--- src/rtl/genome_commit_ctrl.sv ---
// Genome handoff controller: loader monitor, core drain, atomic cfg commit,
// settle/restart sequencing and sticky OTP lock.
module genome_commit_ctrl #(
    parameter int LOAD_TIMEOUT  = 27000000,
    parameter int DRAIN_TIMEOUT = 4096,
    parameter int SETTLE_CYCLES = 16
) (
    input  logic         clk,
    input  logic         rst_n,
    input  logic         ld_busy,
    input  logic         ld_core_enable,
    input  logic [31:0]  ld_freq,
    input  logic [31:0]  ld_seed,
    input  logic [255:0] ld_dna,
    input  logic         ld_otp_en,
    input  logic         core_idle,
    input  logic         cfg_ready,
    output logic         cfg_valid,
    output logic [31:0]  cfg_freq,
    output logic [31:0]  cfg_seed,
    output logic [255:0] cfg_dna,
    output logic         core_run,
    output logic         otp_locked,
    output logic         err_timeout,
    output logic         err_locked,
    output logic [7:0]   commit_count,
    output logic [2:0]   ctrl_state
);

    typedef enum logic [2:0] {
        S_IDLE    = 3'd0,
        S_LOADING = 3'd1,
        S_DRAIN   = 3'd2,
        S_COMMIT  = 3'd3,
        S_SETTLE  = 3'd4,
        S_RUN     = 3'd5
    } state_t;

    localparam int TMAX = (LOAD_TIMEOUT > DRAIN_TIMEOUT) ? LOAD_TIMEOUT : DRAIN_TIMEOUT;
    localparam int TW   = $clog2(TMAX) + 1;
    localparam int SW   = $clog2(SETTLE_CYCLES) + 1;
    localparam logic [TW-1:0] LOAD_LAST   = TW'(LOAD_TIMEOUT - 1);
    localparam logic [TW-1:0] DRAIN_LAST  = TW'(DRAIN_TIMEOUT - 1);
    localparam logic [SW-1:0] SETTLE_LAST = SW'(SETTLE_CYCLES - 1);

    state_t         state, state_n;
    logic [TW-1:0]  timer, timer_n;
    logic [SW-1:0]  settle, settle_n;
    logic           done_q;
    logic           done_rise;
    logic           have_genome;
    logic           set_tmo, set_lck, latch, commit;
    state_t         back;

    logic [31:0]    sh_freq, sh_seed, cm_freq, cm_seed;
    logic [255:0]   sh_dna, cm_dna;
    logic           sh_otp;

    assign done_rise = ld_core_enable & ~done_q;
    assign back      = have_genome ? S_RUN : S_IDLE;

    always_comb begin
        state_n  = state;
        timer_n  = '0;
        settle_n = '0;
        set_tmo  = 1'b0;
        set_lck  = 1'b0;
        latch    = 1'b0;
        commit   = 1'b0;
        unique case (state)
            S_IDLE, S_RUN: begin
                if (ld_busy) state_n = S_LOADING;
            end
            S_LOADING: begin
                timer_n = timer + 1'b1;
                // A completed genome wins over a simultaneous timeout
                if (done_rise) begin
                    timer_n = '0;
                    if (otp_locked) begin
                        set_lck = 1'b1;
                        state_n = back;
                    end else begin
                        latch   = 1'b1;
                        state_n = S_DRAIN;
                    end
                end else if (!ld_busy) begin
                    state_n = back;
                end else if (timer == LOAD_LAST) begin
                    set_tmo = 1'b1;
                    state_n = back;
                end
            end
            S_DRAIN: begin
                timer_n = timer + 1'b1;
                if (core_idle) begin
                    state_n = S_COMMIT;
                end else if (timer == DRAIN_LAST) begin
                    set_tmo = 1'b1;
                    state_n = back;
                end
            end
            S_COMMIT: begin
                if (cfg_ready) begin
                    commit  = 1'b1;
                    state_n = S_SETTLE;
                end
            end
            S_SETTLE: begin
                settle_n = settle + 1'b1;
                if (settle == SETTLE_LAST) state_n = S_RUN;
            end
            default: state_n = S_IDLE;
        endcase
    end

    always_ff @(posedge clk or negedge rst_n) begin
        if (!rst_n) begin
            state        <= S_IDLE;
            timer        <= '0;
            settle       <= '0;
            done_q       <= 1'b0;
            have_genome  <= 1'b0;
            otp_locked   <= 1'b0;
            err_timeout  <= 1'b0;
            err_locked   <= 1'b0;
            commit_count <= '0;
            sh_freq      <= '0;
            sh_seed      <= 32'h12345678;
            sh_dna       <= '0;
            sh_otp       <= 1'b0;
            cm_freq      <= '0;
            cm_seed      <= 32'h12345678;
            cm_dna       <= '0;
        end else begin
            state  <= state_n;
            timer  <= timer_n;
            settle <= settle_n;
            done_q <= ld_core_enable;
            if (set_tmo) err_timeout <= 1'b1;
            if (set_lck) err_locked <= 1'b1;
            if (latch) begin
                sh_freq <= ld_freq;
                sh_seed <= ld_seed;
                sh_dna  <= ld_dna;
                sh_otp  <= ld_otp_en;
            end
            if (commit) begin
                cm_freq     <= sh_freq;
                cm_seed     <= sh_seed;
                cm_dna      <= sh_dna;
                have_genome <= 1'b1;
                otp_locked  <= otp_locked | sh_otp;
                if (commit_count != 8'hFF) commit_count <= commit_count + 1'b1;
            end
        end
    end

    // While offering, the bus shows the pending genome; otherwise the last commit
    assign cfg_valid  = (state == S_COMMIT);
    assign cfg_freq   = cfg_valid ? sh_freq : cm_freq;
    assign cfg_seed   = cfg_valid ? sh_seed : cm_seed;
    assign cfg_dna    = cfg_valid ? sh_dna : cm_dna;
    assign core_run   = (state == S_RUN) | ((state == S_LOADING) & have_genome);
    assign ctrl_state = state;

endmodule

--- config.mk ---
export PLATFORM = sky130hd
export DESIGN_NAME = genome_commit_ctrl
export DESIGN_NICKNAME = d
export VERILOG_FILES = /design/src/rtl/genome_commit_ctrl.sv
export SDC_FILE = /design/constraint.sdc
export NUM_CORES = 2
export LEC_CHECK = 0
export ABC_AREA = 1
export CAP_MARGIN = 15
export CORE_ASPECT_RATIO = 2
export CORE_MARGIN = 2
export CORE_UTILIZATION = 40
export DETAILED_ROUTE_END_ITERATION = 8
export HOLD_SLACK_MARGIN = 0.06
export PLACE_DENSITY = 0.68
export SLEW_MARGIN = 20
export SYNTH_ARGS = -nofsm -noshare
export SYNTH_HDL_FRONTEND = slang
export SYNTH_SLANG_ARGS = --single-unit
export TNS_END_PERCENT = 10
--- constraint.sdc ---
create_clock -name clk -period 2 [get_ports clk]
set_clock_uncertainty 0.15 [all_clocks]
set_input_delay 0.4 -clock clk [delete_from_list [all_inputs] [get_ports clk]]
set_output_delay 0.4 -clock clk [all_outputs]
set_load 0.01 [all_outputs]
==> out/results.tsv <==
stage	metric	value	unit
place	Detailed Place HPWL	68200	um
worst_setup_path	CP delay by family, top	buffers and inverters	
die	Boundary Pins	663	
final_layout	share of cells above drive strength 1	0.123	
yosys	post-synth top area cell	dfrtp_1	
final_layout	Area Overhead vs Synth	36.2	%
timing	final-report max-slew violation count	0	
worst_setup_path	worst-case reg-to-reg path depth	9	
yosys	most numerous cell in the Yosys netlist	nand2_1	
timing	Final Critical Period	2770	ps
worst_setup_path	CP Data Required Time	1450	ps
yosys	Post-Syn Area per Cell	7.97	um2
routing	routed wire length	94600	um
global_routing	largest net degree at the start of global routing	83	
die	Initial Util	0.403	
timing	fmax	360	MHz
timing	endpoints failing setup	839	
routing	vias per cell	4.87	
die	Rows	142	
timing	final hold vios	0	
power	Pwr Density	716	nW/um2
routing	DRC violations left	0	
clock_network	CTS root buf	clkbuf_16	
yosys	Synth cell types	27	
yosys	top cell type's share of synthesized area	0.550	
die	die area	77600	um2
routing	Avg WL per Cell	17.2	um
yosys	Post-synth EDFFs	0	
yosys	Post-Syn Instances	3774	
flow_run	max-cap violation count	0	
yosys	YS warnings	0	
clock_network	CTS tree	built	
yosys	Synth Area in Simple Gates	0.229	
global_routing	initial antenna violation count	20	
routing	vias post-DR	26800	
die	chip width	198	um
worst_setup_path	slowest cell on the critical path	dfrtp_1	
power	Leak	0.0201	uW
power	maximum VDD drop	0.684	mV
yosys	main area contributors after synthesis	dfrtp_1 (55%), nand2_1 (21%), o21ai_0 (11%), inv_1 (4.6%), dfstp_2 (2.3%)	
yosys	mux cell area share after synthesis	0	
final_layout	final core occ	0.549	
yosys	top_reg_cell synth	dfrtp_1	
routing	first-iteration detailed-routing DRC count	1433	
final_layout	Net count, final	4828	
yosys	synthesized cell area	30100	um2
timing	Tcrit/Tclk final	1.39	
clock_network	# H-tree levels	2	
worst_setup_path	crit path kind	flop to primary output	
yosys	Seq/Total Area, Yosys	0.573	
worst_setup_path	Critical Path AT	2220	ps
clock_network	Sink Count	688	
yosys	syn nets	4105	
die	Die Y	392	um
global_routing	global-route wire length before repair	145000	um
global_routing	All-Layer GR Usage	0.241	
yosys	post-synthesis adder-cell area fraction	0.00166	
worst_setup_path	slowest stage delay, CP	390	ps
place	DP Worst Slack	-624	ps
timing	setup ws final	-775	ps
yosys	compound-gate portion of the synthesized area	0.113	
clock_network	CTS Buffer Depth	3	
timing	Worst Tran Pin Value	468	ps
clock_network	clock latency on the worst-skew pair	630	ps
timing	Hold WS	104	ps
place	final RePlAce weighted congestion	0.917	
worst_setup_path	startpoint types	flop	
timing	Slew HR	0.688	
outcome	status	finished with violations	
hold_path	Hold Path Class	primary input to flop	
routing	first-pass detailed-route iteration total	5	
outcome	violated checks	setup timing	
clock_network	Clock transition at path regs	60	ps
yosys	largest family of logic cells by synthesized area	simple AND/OR/NAND/NOR gates	
yosys	Async SR Flop Fraction	1.00	
place	IO Port Bufs	662	
global_routing	Congestion Overflow GR	0	
worst_setup_path	Levels on crit path	9	
yosys	Commonest cells post-synth	nand2_1 (1690), dfrtp_1 (662), o21ai_0 (659)	
clock_network	CTS Buf Count	60	
worst_setup_path	Worst setup EP type	primary output	
worst_setup_path	Critical Path, Cell by Cell	inv_2 > nand3_4 > buf_12 > inv_16 > buf_16 > buf_4 > nand2_1 > o21ai_0 > clkdlybuf4s15_1	
worst_setup_path	critical-path maximum fanout	10	
yosys	Post-Synth XOR/XNOR Area	0.00204	
global_routing	vias in the first global route	26300	
routing	remaining antenna violation count	0	
die	core area	74600	um2
worst_setup_path	WP buf/inv	6	
yosys	#FFs+latches synth	688	
hold_path	Hold Path Cell Cnt	1	
timing	RSZ-0062 raised after global routing	true	
## registers in the layout, summed over array words and instances, names as in the netlist, 3 cells and up
name          cells
commit_count      8
cm_seed          32
sh_dna          256
cm_dna          256
sh_freq          32
cm_freq          32
sh_seed          32
timer            26
settle            5
ctrl_state        3
## cell type report
class	instances	area, um2
fill	6964	33600
sequential	688	17200
multi-input combinational	2499	10500
timing repair buffer	874	8530
clock buffer	86	1740
inverter	372	1420
tap	936	1170
clock inverter	24	250
antenna	20	50.0
timing repair inverter	2	27.5
## power breakdown
group	leakage [uW]	internal (uW)	switching, uW
Combinational	0.0103	1440	1530
Sequential	0.00878	14300	126
Clock	0.000981	6570	5360
Total	0.0201	22300	7010
## placed cells by master (no fill, tap or decap), types with 3 or more instances in the layout
cell and n:
buf_16 12, nand4_1 6, buf_4 133, dlygate4sd3_1 3, dfstp_2 26, clkdlybuf4s15_2 29
a21oi_1 12, clkbuf_1 13, clkdlybuf4s50_1 339, ha_1 4, bufinv_16 4, o21ai_0 582
nand2_1 1687, nand3_1 25, clkbuf_2 21, nor3_1 16, nor2_1 66, clkbuf_8 12
diode_2 20, clkdlybuf4s15_1 25, buf_6 12, clkinv_2 13, nand2_2 4, o21ai_1 56
nand3b_1 3, bufbuf_16 3, dfrtp_1 662, buf_12 53, o21ai_2 20, inv_1 368
buf_2 123, buf_8 5, xnor2_1 5, clkinvlp_4 3, clkbuf_16 67, dlygate4sd2_1 110
## stage by stage
step / instance area (um2) / setup TNS, ps / cells / power [uW]
floorplan: 30200 / -19650 / 3774 / 15700
global placement: 39000 / -298620 / 5344 / 17800
detailed placement: 39000 / -308500 / 5344 / 17800
CTS: 41100 / -264620 / 5473 / 29700
global route: 41000 / -316220 / 5497 / 30500
finish: 41000 / -239220 / 5501 / 29300
## what timing repair did
item                                    4_1_cts  5_1_grt
hold endpoints to repair                    592        0
buffers inserted                              8        1
hold buffers                                  3        0
endpoints found under the setup margin      594      962
cloned                                        8        7
pin swaps                                     0        0
resized for setup                           748      326
## worst paths after layout
kind,endpoint,slack [ps],startpoint
max in group asynchronous,sh_dna[144]$_DFFE_PN0P_,80,rst_n
setup / recovery,cfg_dna[194],-770,ctrl_state[2]$_DFFE_PN0P_
hold reg to reg,settle[0]$_DFF_PN0_,310,settle[0]$_DFF_PN0_
min in group asynchronous,cm_dna[223]$_DFFE_PN0P_,650,rst_n
setup reg to reg,sh_dna[190]$_DFFE_PN0P_,-160,ctrl_state[2]$_DFFE_PN0P_
hold / removal,done_q$_DFF_PN0_,100,ld_core_enable
## metal layers
metal	vias up	GRT usage	wire length, um
li1	13100	-	-
met1	12500	0.272	35200
met2	947	0.414	46600
met3	212	0.0633	7730
met4	4	0.130	5030
met5	-	0	27
## cells by family after synthesis
kind of cell | count (synthesis)
flip-flops | 688
AO/OA/AOI/OAI | 677
AND/OR/NAND/NOR | 1811
XOR/XNOR | 7
adder cells (fa/ha/maj) | 4
buffers and inverters | 587
Power figures use the tool's default switching activity.
